### src/rtl/dm_arbiter.sv
// Two-port arbiter in front of a single-port data memory.
// Port 0 (CPU MEM stage) wins by default. Port 1 wins a contended cycle
// once port 0 has taken MAX_HOLD contended grants in a row.
// Illegal accesses are granted so the requester is released, but they never
// reach the memory. Each one produces a one-cycle error pulse.
module dm_arbiter #(
  parameter int MAX_HOLD = 4,
  parameter int CNT_W    = 4
) (
  input  logic        clk,
  input  logic        reset,
  input  logic        m0_req,
  input  logic        m0_we,
  input  logic [31:0] m0_addr,
  input  logic [31:0] m0_wdata,
  output logic        m0_gnt,
  output logic        m0_stall,
  output logic        m0_rvalid,
  output logic [31:0] m0_rdata,
  output logic        m0_err,
  input  logic        m1_req,
  input  logic        m1_we,
  input  logic [31:0] m1_addr,
  input  logic [31:0] m1_wdata,
  output logic        m1_gnt,
  output logic        m1_rvalid,
  output logic [31:0] m1_rdata,
  output logic        m1_err,
  output logic [31:0] dm_addr,
  output logic [31:0] dm_din,
  output logic        dm_we,
  output logic        dm_re,
  input  logic [31:0] dm_dout
);

  localparam logic [CNT_W-1:0] HOLD_LIMIT = CNT_W'(MAX_HOLD);

  logic [CNT_W-1:0] hold_cnt;
  logic             sel1;
  logic             sel_we;
  logic             illegal;
  logic             any_gnt;

  // Pick the winner and steer the selected port onto the memory bus.
  // The port 0 address is the idle default.
  always_comb begin
    sel1     = m1_req & (~m0_req | (hold_cnt == HOLD_LIMIT));
    m0_gnt   = reset & m0_req & ~sel1;
    m1_gnt   = reset & sel1;
    m0_stall = m0_req & ~m0_gnt;
    any_gnt  = m0_gnt | m1_gnt;
    dm_addr  = sel1 ? m1_addr  : m0_addr;
    dm_din   = sel1 ? m1_wdata : m0_wdata;
    sel_we   = sel1 ? m1_we    : m0_we;
    illegal  = (dm_addr[1:0] != 2'b00) || (dm_addr[31:12] != 20'd0);
    dm_we    = any_gnt & ~illegal & sel_we;
    dm_re    = any_gnt & ~illegal & ~sel_we;
  end

  // Count consecutive contended wins by port 0.
  // Any cycle without contention, or a port 1 win, clears the count.
  always_ff @(posedge clk or negedge reset) begin
    if (!reset) begin
      hold_cnt <= '0;
    end else if (m0_req && m1_req && m0_gnt) begin
      if (hold_cnt != HOLD_LIMIT) hold_cnt <= hold_cnt + 1'b1;
    end else begin
      hold_cnt <= '0;
    end
  end

  // Port 0 response: one-cycle read-valid or error pulse after each grant.
  always_ff @(posedge clk or negedge reset) begin
    if (!reset) begin
      m0_rvalid <= 1'b0;
      m0_err    <= 1'b0;
      m0_rdata  <= '0;
    end else begin
      m0_rvalid <= m0_gnt & ~illegal & ~m0_we;
      m0_err    <= m0_gnt & illegal;
      if (m0_gnt && !illegal && !m0_we) m0_rdata <= dm_dout;
    end
  end

  // Port 1 response: one-cycle read-valid or error pulse after each grant.
  always_ff @(posedge clk or negedge reset) begin
    if (!reset) begin
      m1_rvalid <= 1'b0;
      m1_err    <= 1'b0;
      m1_rdata  <= '0;
    end else begin
      m1_rvalid <= m1_gnt & ~illegal & ~m1_we;
      m1_err    <= m1_gnt & illegal;
      if (m1_gnt && !illegal && !m1_we) m1_rdata <= dm_dout;
    end
  end

endmodule

### config.mk
export PLATFORM = sky130hd
export DESIGN_NAME = dm_arbiter
export DESIGN_NICKNAME = d
export VERILOG_FILES = /design/src/rtl/dm_arbiter.sv
export SDC_FILE = /design/constraint.sdc
export NUM_CORES = 1
export LEC_CHECK = 0
export ABC_CLOCK_PERIOD_IN_PS = 2900
export BUFFER_PORTS_ARGS = -buffer_cell sky130_fd_sc_hd__clkbuf_2
export CORE_AREA = 3 3 117 119
export CTS_CLUSTER_DIAMETER = 40
export DETAILED_ROUTE_END_ITERATION = 10
export DIE_AREA = 0 0 120 122
export PLACE_DENSITY_LB_ADDON = 0.1
export REMOVE_ABC_BUFFERS = 1
export SYNTH_ARGS = -nofsm -noshare
export SYNTH_HDL_FRONTEND = slang
export SYNTH_SLANG_ARGS = --single-unit
### constraint.sdc
create_clock -name clk -period 2.9 [get_ports clk]
set_input_delay 0.145 -clock clk [delete_from_list [all_inputs] [get_ports clk]]
set_output_delay 0.145 -clock clk [all_outputs]
set_load 0.01 [all_outputs]
== Word-level counts from Yosys, hierarchy flattened ==
Cells that the tools add are included.
Operators by class
  mux-type cells: 5
  add/subtract/negate cells: 1
  bitwise gates (word level): 23
  magnitude comparators: 0
  eq/ne operators: 3
  reductions and logical operators: 12
  shifts and indexed selects: 0
  $mul: 0
  div/mod/pow operators: 0
Operator list (count)
  2-to-1 mux 32 bit: 2
  nonzero test 20 bit: 1
  AND 1 bit: 14
  2-to-1 mux 4 bit: 2
  inverter 1 bit: 7
  logical AND 1 bit: 6
  adder 4 x 1 -> 4 bit (second input constant): 1
  == test 4 x 3 -> 1 bit (second input constant): 1
  inequality test 4 x 3 -> 1 bit (second input constant): 1
  zero test 1 bit: 3
  inequality test 2 x 1 -> 1 bit (second input constant): 1
  bitwise OR 1 bit: 2
  nonzero test 2 bit: 1
  logical OR 1 bit: 1
  2-to-1 mux 1 bit: 1
Word-level totals
  bits in latches: 0
  logic and storage cells: 51
  memories: 0
  flip-flop bits (word level): 72
  bits of input ports: 166
  output and inout bits: 137
  memory bits (read-only): 0
  memory bits (writable): 0

== Depth between registers and ports, before layout ==
Gate-level depths: netlist of the first run.
  depth in word-level cells: 9
  gate-level depth with buffers: 8
  gate-level depth less buffers: 7

== Worst setup path before layout of the first run ==
No wires, ideal clock.
  path kind: reg2reg
  start point: register hold_cnt[0]
  end point: register m1_rdata[22]
  path buffers: 1
  clock period less this slack: 2.073 ns
  arrival: 1.948 ns
  slack: 0.827 ns
  library setup time: 0.125 ns
  cell stages (with the launch flop): 9
  cell sequence: dfrtp_1 inv_1 ha_1 nand4b_1 nand2_1 nand2_1 nor4_4 buf_6 mux2_2
On the way
  cells in the longest elaborated chain, start to end: 9
  elaborated cells on any way between the ends: 11
Ends and longest elaborated chain
  start: declaration: line 38  | logic [CNT_W-1:0] hold_cnt;
  start signal: assignment: line 66  | if (hold_cnt != HOLD_LIMIT) hold_cnt <= hold_cnt + 1'b1;
  == test 4 x 3 -> 1 bit *: line 47  | sel1 = m1_req & (~m0_req | (hold_cnt == HOLD_LIMIT));
  bitwise OR 1 bit *: line 47
  AND 1 bit *: line 47
  2-to-1 mux 32 bit: line 52  | dm_addr = sel1 ? m1_addr : m0_addr;
  nonzero test 20 bit / nonzero test 2 bit (equally long branches): line 55  | illegal = (dm_addr[1:0] != 2'b00) || (dm_addr[31:12] != 20'd0);
  logical OR 1 bit: line 55
  zero test 1 bit: line 94  | if (m1_gnt && !illegal && !m1_we) m1_rdata <= dm_dout;
  logical AND 1 bit * (2 in series): line 94
  end signal: assignment: line 94
  end: declaration: line 27  | output logic [31:0] m1_rdata,
Mark *: on every way between the ends. The rest lies on a longest branch, timed or not.
A chain may end at the register's enable or synchronous reset.

== Worst setup path after layout of the first run ==
  start point: register hold_cnt[0]
  end point: output dm_din[18]
On the way
  cells in the longest elaborated chain, start to end: 4
Ends and longest elaborated chain
  == test 4 x 3 -> 1 bit: line 47
  bitwise OR 1 bit: line 47
  AND 1 bit: line 47
  2-to-1 mux 32 bit: line 53  | dm_din = sel1 ? m1_wdata : m0_wdata;
  end: declaration: line 30  | output logic [31:0] dm_din,
No other way between the ends.

==> results of run 1 <==
==> path summary, 6_finish.rpt <==
path                                         start                       end  slack, ns
max                        hold_cnt[0]$_DFFE_PN0P_                dm_din[18]       0.22
min                                    dm_dout[19]  m1_rdata[19]$_DFFE_PN0P_       0.04
max reg2reg                hold_cnt[0]$_DFFE_PN0P_   m0_rdata[6]$_DFFE_PN0P_       0.68
min reg2reg                m1_rdata[3]$_DFFE_PN0P_   m1_rdata[3]$_DFFE_PN0P_       0.48
max in group asynchronous                    reset  m1_rdata[18]$_DFFE_PN0P_       1.59
min in group asynchronous                    reset   hold_cnt[3]$_DFFE_PN0P_       0.22
==> flip-flops by register name, summed over array words and instances (netlist names) <==
| signal | cells |
|---|---|
| m0_rdata | 32 |
| m1_rdata | 32 |
| hold_cnt | 4 |
| m0_err | 1 |
| m0_rvalid | 1 |
| m1_err | 1 |
| m1_rvalid | 1 |
==> layer usage <==
layer	vias to the layer above	GRT usage, %	wire [µm]
met1	1570	20.1	5000
li1	1571	-	-
met3	18	5.66	1140
met4	0	5.65	208
met2	159	29.8	6620
met5	-	0	0
==> metrics by stage <==
| step | utilization, % | setup TNS [ns] | std cells | worst slack [ns] | area [µm²] |
|---|---|---|---|---|---|
| after CTS | 45.9 | 0 | 745 | 0.202 | 5820 |
| after global placement | 43.2 | 0 | 728 | 0.669 | 5480 |
| after detailed placement | 43.2 | 0 | 728 | 0.576 | 5480 |
| after global routing | 45.9 | 0 | 745 | 0.0839 | 5820 |
| after floorplan | - | -95.47 | 250 | -1.53 | 3690 |
| final | 45.9 | 0 | 745 | 0.221 | 5820 |
==> placed cells by master (no fill, tap or decap), types with 2 or more instances in the layout <==
| cell | n |
|---|---|
| buf_12 | 2 |
| buf_4 | 2 |
| bufinv_16 | 2 |
| clkbuf_16 | 9 |
| clkbuf_2 | 301 |
| clkinvlp_4 | 2 |
| dfrtp_1 | 72 |
| ha_1 | 2 |
| inv_1 | 5 |
| inv_6 | 3 |
| mux2_1 | 26 |
| mux2_2 | 73 |
| mux2_4 | 29 |
| nand2_1 | 4 |
| nand3_1 | 2 |
| nor2_1 | 11 |
| nor3_1 | 2 |
| nor4_1 | 6 |
| nor4_2 | 4 |
==> layout make-up <==
cell class / instances / area [µm²] / share of cell area, %
Sequential cell: 72 / 1800 / 31.0
Tap cell: 172 / 215 / 3.70
Timing Repair Buffer: 307 / 1580 / 27.1
Inverter: 5 / 18.8 / 0.323
Multi-Input combinational cell: 173 / 1880 / 32.3
Clock buffer: 9 / 225 / 3.87
Clock inverter: 7 / 101 / 1.74
==> timing repair <==
action                    4_1_cts  5_1_grt
hold endpoints to repair        5        0
hold buffers                    1        0
setup buffers                   0        0
==> cell families (layout without fill, tap and decap cells) <==
family	after synthesis	after routing
mux	128	128
xor+xnor	2	2
simple gates	37	37
flops	72	72
buf+inv	18	328
compound gates	4	4
fa+ha+maj	2	2
==> power breakdown <==
| group | leakage (nW) | internal [mW] | switching [mW] | total [mW] |
|---|---|---|---|---|
| Sequential | 1.00 | 1.01 | 0.000998 | 1.01 |
| Clock | 0.153 | 0.762 | 0.446 | 1.21 |
| Combinational | 2.18 | 0.199 | 0.181 | 0.380 |
| Total | 3.34 | 1.97 | 0.628 | 2.60 |
==> results.md, run 1 <==
* Vias after detailed routing at 3318
* Critical Path RT at 2.76 ns
* Initial antenna violation count at 0
* CTS root buf: clkbuf_16
* Worst Path Buf+Inv at 3
* Worst Setup Start Kind: register
* Placer congestion estimate at 0.865
* Minimum clock period at 2.68 ns
* FMAX at 373 MHz
* Asr flop ratio synth at 100%
* Maxcap violations at 0
* Ys flop type: dfrtp_1
* Post-synth EDFFs at 0
* Total Power at 2.60 mW
* CP Cell Sequence: inv_1 > ha_1 > nand4b_1 > nand2_2 > buf_4 > mux2_2 > clkbuf_2
* Yosys reg bits at 72
* # resized after CTS at 0
* Post-synth top cells: mux2_2 (73), dfrtp_1 (72), mux2_4 (29), mux2_1 (26), nor2_1 (11)
* Final period util at 92.4%
* Adder-Cell Fraction of Synth Area at 0.661%
* LEAKAGE at 3.34 nW
* Pin count of the biggest net entering global routing at 68
* CTS max path bufs at 2
* Slew @ Worst Pin at 0.851 ns
* Worst vdd ir at 0.000243 V
* Clk_lat worst skew at 0.33 ns
* DR vias/cell at 4.45
* Antenna Nets Post-Route at 0
* Die Y at 122 µm
* Final setup fails at 0
* Hold Path Stages at 2
* Hold Path Class: in2reg
* Outcome: finished, final reports clean
* ANT cells at 0
* CTS tree: done
* First-pass DRT Iterations at 5
* Core Area at 12700 µm²
* Ratio of cells with drive above 1 in the final layout at 75.6%
* Netlist cell types at 28
* Global route overflow at 0
* Critical Path Stages at 7
* Worst Setup End Kind: output port
* Count leader, synth: mux2_2
* Critical Path AT at 2.53 ns
* 1st-iter DRT viols at 113
* H-tree levels at 3
* Row cnt at 41
* Syn avg cell area at 14.4 µm²
* # fillers at 1237
* Vias in the first global route at 3565
* Synth Area in Compound Gates at 1.02%
* Die width at 120 µm
* Synth Area in XOR/XNOR at 0.463%
* Post-Syn Area at 3790 µm²
* Sink Count at 72
* Post-Synth Simple-Gate Area at 6.21%
* # port buffers at 302
* Nets at 736
* Final WL at 13000 µm
* DRC errors left at 0
* Largest area contributor in the synthesized netlist: dfrtp_1
* Area Overhead vs Synth at 53.6%
* Area contributors post-synth: dfrtp_1 (48%), mux2_2 (22%), mux2_4 (11%)
* Sequential area share after synthesis at 47.6%
* Largest family of logic cells by synthesized area: multiplexers
* Clock slew at reported path FFs at 0.06 ns
* Final Hold Viols at 0
* Starting Density at 29.9%
* Setup CP Type: reg2out
* Area fraction of the dominant cell type after synthesis at 47.6%
* Largest delay share family, worst path: buffers and inverters
* IO Count at 303
* Die area at 14600 µm²
* Gate count of the mapped netlist at 263
* Slowest CP cell: buf_4
* Pwr/cell area at 446 nW/µm²
* Largest fanout on the critical path at 65
* Detail Placement HPWL at 10700 µm
* Max-slew headroom at 43.3%
* Post-synthesis mux area share at 40.9%
* FF-to-FF path depth at 8
* RSZ-0062 raised after global routing: false
* GRT Overall Usage at 17.2%
* WHS at 0.0433 ns
* First-pass GRT wire length at 19500 µm
* Wirelength per Cell at 17.4 µm
* Worst Skew at 0.00469 ns
* Ys Warns at 0
* CTS Buf Count at 9
* Slowest cell delay on critical path at 0.63 ns
* Final Max Tran Viols at 0
Power figures use the tool's default switching activity.
==> run 2, diff against run 1 <==
--- a/config.mk
+++ b/config.mk
@@ -5,12 +5,14 @@
 export SDC_FILE = /design/constraint.sdc
 export NUM_CORES = 1
 export LEC_CHECK = 0
+export ABC_AREA = 1
 export ABC_CLOCK_PERIOD_IN_PS = 2900
 export BUFFER_PORTS_ARGS = -buffer_cell sky130_fd_sc_hd__clkbuf_2
-export CORE_AREA = 3 3 117 119
+export CORE_AREA = 3 3 118 120
+export CTS_BUF_LIST = sky130_fd_sc_hd__clkbuf_16
 export CTS_CLUSTER_DIAMETER = 40
 export DETAILED_ROUTE_END_ITERATION = 10
-export DIE_AREA = 0 0 120 122
+export DIE_AREA = 0 0 121 123
 export PLACE_DENSITY_LB_ADDON = 0.1
 export REMOVE_ABC_BUFFERS = 1
 export SYNTH_ARGS = -nofsm -noshare
==> results.md, run 2 <==
* Final setup margin at 0.257 ns
* Die Y at 123 µm
* Most common cell after layout, fill and taps aside: nand2_1
* Asr flop ratio synth at 100%
* Ratio of cells with drive above 1 in the final layout at 38.1%
* Syn avg cell area at 6.80 µm²
* Post-synth top cells: nand2_1 (330), dfrtp_1 (72), nand4_1 (66), inv_1 (28), nor2_1 (26)
* Most frequent cells in the layout: nand2_1 (330), clkbuf_2 (301), dfrtp_1 (72)
* Max-slew headroom at 38.4%
* Pin count of the biggest net entering global routing at 73
* Pint at 1.78 mW
* Busiest grt layer: met2
* CTS tree: done
* Netlist cell types at 22
* IO Count at 303
* Post-Syn Area at 4140 µm²
* Worst Skew at 0.00974 ns
* Clock slew at reported path FFs at 0.06 ns
* Largest fanout on the critical path at 19
* Die width at 121 µm
* Setup CP Type: reg2out
* Post-Route Utilization at 47.2%
* Global route overflow at 0
* Clk_lat worst skew at 0.33 ns
* Core Area at 13100 µm²
* Final setup fails at 0
* Final Hold Viols at 0
* Sw Pwr at 0.722 mW
* FF-to-FF path depth at 17
* Worst vdd ir at 0.000273 V
* Minimum clock period at 2.64 ns
* LEAKAGE at 3.93 nW
* Final WL at 17300 µm
* Critical Path RT at 2.76 ns
* Outcome: finished, final reports clean
* CTS root buf: clkbuf_16
* Final period util at 91.1%
* CP Cell Sequence: inv_1 > ha_1 > nand3_1 > nand2_4 > nand2_8 > buf_16 > nand2_1 > nand2_1 > nor2_1 > nand2_1 > nor2_1 > nand2_1 > nor2_4 > o21ai_1 > nor2_1 > clkbuf_2
* Worst Setup Start Kind: register
* Vias after detailed routing at 5146
* GRT Overall Usage at 21.9%
* Clk pwr share at 40.0%
* Slowest cell delay on critical path at 0.40 ns
* Comb power frac at 19.8%
* Wirelength per Cell at 16.0 µm
* Die area at 14900 µm²
* Ys Warns at 0
* Antenna Nets Post-Route at 0
* DR vias/cell at 4.76
* Hold Path Class: in2async
* Area contributors post-synth: dfrtp_1 (44%), nand2_1 (30%), nand4_1 (10%)
* H-tree levels at 3
* Post-synth EDFFs at 0
* Pwr/cell area at 406 nW/µm²
* First-pass GRT wire length at 25700 µm
* Nets at 1069
* Detail Placement HPWL at 13100 µm
* Critical Path AT at 2.50 ns
* 1st-iter DRT viols at 297
* Met2 Resource Use GR at 36.8%
* Worst Setup End Kind: output port
* Area fraction of the dominant cell type after synthesis at 43.5%
* Slew @ Worst Pin at 0.924 ns
* Crit-path most repeated cell: nand2_1
* Ys flop type: dfrtp_1
* Placer congestion estimate at 0.872
* Sequential fraction of design power at 40.2%
* Largest area contributor in the synthesized netlist: dfrtp_1
* Slowest CP cell: dfrtp_1
* Pre-CTS setup slack at 0.350 ns
* Met3 Usage GRT at 5.26%
* Sequential area share after synthesis at 43.5%
* Count leader, synth: nand2_1
* ANT cells at 0
* Met1 usage at 28.3%
* DRC errors left at 0
* Gate count of the mapped netlist at 609
* Area Overhead vs Synth at 49.2%
* Starting Density at 31.7%
* Maxcap violations at 0
* Net switching fraction of the power at 28.8%
* CTS Buf Count at 9
* Final Max Tran Viols at 0
* Row cnt at 42
* Largest registers: m0_rdata x32, m1_rdata x32, hold_cnt x4
* # port buffers at 302
* Initial antenna violation count at 0
* First-pass DRT Iterations at 5
* FMAX at 378 MHz
* CTS max path bufs at 2
* Yosys reg bits at 72
* Sink Count at 72
* CTS Hold Bufs at 0
* Vias in the first global route at 4804
-- run 2: through the flow --
stage	setup TNS, ns	cells	instance area, µm²	power (mW)	hold WS [ns]
3_3_place_gp	0	1060	5810	1.51	0.402
6_report	0	1082	6180	2.51	0.0627
5_1_grt	-0.00900	1082	6180	2.63	0.0623
2_1_floorplan	-132.69	566	3920	1.21	-0.151
4_1_cts	0	1076	6080	2.52	0.0598
3_5_place_dp	0	1060	5810	1.51	0.407
-- run 2: power by group through the flow --
stage          combinational [mW]  clock [mW]  sequential [mW]
3_3_place_gp                0.481           0             1.03
6_report                    0.496        1.00             1.01
3_5_place_dp                0.484           0             1.03
5_1_grt                     0.549        1.08             1.01
4_1_cts                     0.486        1.03             1.01
2_1_floorplan               0.187           0             1.03
-- run 2: metal layers --
layer,vias to the layer above,wire length [µm]
met3,28,1290
met5,-,0
met4,0,397
met1,2372,7380
met2,217,8230
li1,2529,-
-- run 2: final cells by class --
| type | count | area [µm²] |
|---|---|---|
| Timing Repair Buffer | 323 | 1720 |
| Clock inverter | 7 | 47.5 |
| Tap cell | 176 | 220 |
| Clock buffer | 9 | 225 |
| Sequential cell | 72 | 1800 |
| Fill cell | 1363 | 6910 |
| Multi-Input combinational cell | 464 | 2040 |
| Inverter | 31 | 119 |
-- run 2: repair_timing --
action	4_1_cts	5_1_grt
setup endpoints to repair	0	2
gates resized for setup	0	8
setup buffers	0	4
-- run 2: worst max-delay path, delay by kind of cell (launching register included) --
family	cells	cell delay (ns)
and+or+nand+nor	11	1.15
adders and majority gates	1	0.13
buffers and inverters	3	0.40
DFF	1	0.40
AOI/OAI and AO/OA	1	0.09
-- run 2: cell families (layout without fill, tap and decap cells) --
group           count (synthesis)  count (layout)  synth area share, %
fa+ha+maj                       2               2                0.604
compound gates                  7               7                0.846
simple gates                  452             453                 46.5
xor+xnor                        2               2                0.423
buf+inv                        74             370                 8.10
flops                          72              72                 43.5
-- run 2: path summary, 6_finish.rpt --
path	from	endpoint	slack (ns)
worst max-delay path	hold_cnt[0]$_DFFE_PN0P_	dm_we	0.26
worst min-delay path	reset	m0_rdata[27]$_DFFE_PN0P_	0.06
worst max register to register	hold_cnt[0]$_DFFE_PN0P_	m1_rdata[30]$_DFFE_PN0P_	0.36
worst min register to register	m1_rdata[8]$_DFFE_PN0P_	m1_rdata[8]$_DFFE_PN0P_	0.48
max in group asynchronous	reset	m1_rdata[14]$_DFFE_PN0P_	2.25
min in group clk	dm_dout[7]	m1_rdata[7]$_DFFE_PN0P_	0.07
==> run 3, diff against run 2 <==
--- a/config.mk
+++ b/config.mk
@@ -13,8 +13,10 @@
 export CTS_CLUSTER_DIAMETER = 40
 export DETAILED_ROUTE_END_ITERATION = 10
 export DIE_AREA = 0 0 121 123
+export MAX_ROUTING_LAYER = met4
 export PLACE_DENSITY_LB_ADDON = 0.1
 export REMOVE_ABC_BUFFERS = 1
+export SETUP_SLACK_MARGIN = 0.1
 export SYNTH_ARGS = -nofsm -noshare
 export SYNTH_HDL_FRONTEND = slang
 export SYNTH_SLANG_ARGS = --single-unit
==> results.md, run 3 (synthesized netlist as in run 2, its figures left out) <==
* Clk_lat worst skew at 0.33 ns
* Critical Path AT at 2.43 ns
* Largest delay share family, worst path: simple AND/OR/NAND/NOR gates
* Most frequent cells in the layout: nand2_1 (330), clkbuf_2 (300), dfrtp_1 (72)
* Slew @ Worst Pin at 0.919 ns
* Final Max Tran Viols at 0
* Die area at 14900 µm²
* Final period util at 88.7%
* Wirelength per Cell at 16.2 µm
* Hold Path Class: in2async
* CP Cell Sequence: inv_1 > ha_1 > nand3_2 > nand2_4 > nand2_8 > buf_4 > o21ai_1 > nand3_1 > nor2_1 > nand2_1 > nor2_4 > o21ai_2 > nor2_1 > buf_2
* Placer congestion estimate at 0.887
* Antenna Nets Post-Route at 0
* Slowest CP cell: dfrtp_1
* Outcome: finished, final reports clean
* Global route overflow at 0
* Core Area at 13100 µm²
* Pin count of the biggest net entering global routing at 73
* FMAX at 389 MHz
* Finished Cell Area at 6260 µm²
* Row cnt at 42
* Post-Route Utilization at 47.8%
* Worst Path Buf+Inv at 3
* FF-to-FF path depth at 15
* Worst Skew at 0.0109 ns
* First-pass GRT wire length at 25600 µm
* ANT cells at 0
* Pwr/cell area at 403 nW/µm²
* Vias after detailed routing at 5159
* R2r endpoint: m1_rdata[1]$_DFFE_PN0P_
* Area after DPL at 5810 µm²
* Detail Placement HPWL at 13100 µm
* Most common cell after layout, fill and taps aside: nand2_1
* GRT Overall Usage at 22.5%
* Pre-CTS setup slack at 0.350 ns
* Worst Setup Start Kind: register
* Minimum clock period at 2.57 ns
* DR vias/cell at 4.75
* WHS at 0.0447 ns
* CTS Buf Count at 9
* DRC errors left at 0
* Max-slew headroom at 38.8%
* Maxcap violations at 0
* Final setup margin at 0.328 ns
* Area Overhead vs Synth at 51.2%
* H-tree levels at 3
* 1st-iter DRT viols at 322
* Critical Path Stages at 14
* Initial antenna violation count at 0
* Ratio of cells with drive above 1 in the final layout at 38.7%
* IO Count at 303
* Critical R2R Launch: hold_cnt[0]$_DFFE_PN0P_
* Critical Path RT at 2.76 ns
* Clock slew at reported path FFs at 0.06 ns
* Largest registers: m0_rdata x32, m1_rdata x32, hold_cnt x4
* Vias in the first global route at 4826
* Final setup fails at 0
* Sink Count at 72
* Crit path to: dm_we
* Worst setup path startpoint: hold_cnt[0]$_DFFE_PN0P_
* Largest fanout on the critical path at 8
* Final WL at 17600 µm
* CTS Hold Bufs at 0
* # port buffers at 302
* Slowest cell delay on critical path at 0.40 ns
* Worst vdd ir at 0.000274 V
* Starting Density at 31.7%
* Crit-path most repeated cell: nor2_1
* Worst Setup End Kind: output port
* Worst reg2reg setup slack at 0.41 ns
* LEAKAGE at 3.98 nW
* First-pass DRT Iterations at 4
* Final Hold Viols at 0
* CTS max path bufs at 2
* Die Y at 123 µm
* Setup CP Type: reg2out
* CTS tree: done
* Nets at 1074
* Die width at 121 µm
* # fillers at 1359
* CTS root buf: clkbuf_16
* RSZ-0062 raised after global routing: false
-- run 3: cell types whose count changed in the layout (fill, tap and decap cells not counted), sizes merged --
| cell | change |
|---|---|
| buf | +4 |
| clkbuf | +1 |
-- run 3: through the flow --
stage | cells | setup TNS [ns] | total power, mW
CTS | 1076 | 0 | 2.52
floorplan | 566 | -132.69 | 1.21
detailed placement | 1060 | 0 | 1.51
global route | 1087 | 0 | 2.65
global placement | 1060 | 0 | 1.51
finish | 1087 | 0 | 2.52
-- run 3: worst register-to-register path: cells and delay by family, from the launching register on --
family	cells	cell delay, ns
flops	1	0.40
fa+ha+maj	1	0.15
compound gates	1	0.24
simple gates	9	1.02
buf+inv	4	0.63
-- run 3: power by group --
group	switching (mW)	internal [mW]
clock network	0.426	0.578
registers	0.000898	1.01
logic	0.301	0.208
-- run 3: cell type report --
class | count | area [µm²] | share of cell area [%]
inverter | 31 | 119 | 1.90
clock inverter | 7 | 47.5 | 0.759
clock buffer | 9 | 225 | 3.60
sequential | 72 | 1800 | 28.8
multi-input combinational | 464 | 2050 | 32.8
timing repair buffer | 328 | 1790 | 28.7
tap | 176 | 220 | 3.52
-- run 3: layer usage --
layer | vias to the layer above | global-route usage, % | part of all wire [%]
li1 | 2536 | - | -
met1 | 2399 | 28.4 | 43
met2 | 200 | 36.8 | 48
met3 | 24 | 5.49 | 6.9
met4 | 0 | 5.59 | 2.0
met5 | - | - | 0
-- run 3: worst min-delay path by stage --
stage	to	slack, ns	start
after floorplan	hold_cnt[0]$_DFFE_PN0P_	-0.15	reset
after global placement	m1_rdata[9]$_DFFE_PN0P_	0.40	dm_dout[9]
after detailed placement	m0_rdata[31]$_DFFE_PN0P_	0.41	dm_dout[31]
after CTS	m1_rdata[15]$_DFFE_PN0P_	0.06	dm_dout[15]
after global routing	m0_rdata[19]$_DFFE_PN0P_	0.06	dm_dout[19]
final	m0_rdata[27]$_DFFE_PN0P_	0.04	reset
-- run 3: repair_timing --
| item | CTS | global route |
|---|---|---|
| gates cloned | 0 | 4 |
| buffers inserted | 0 | 7 |
| endpoints found under the hold margin | 0 | 0 |
| resized for setup | 1 | 10 |
| setup endpoints to repair | 1 | 16 |
| pin swaps | 0 | 5 |
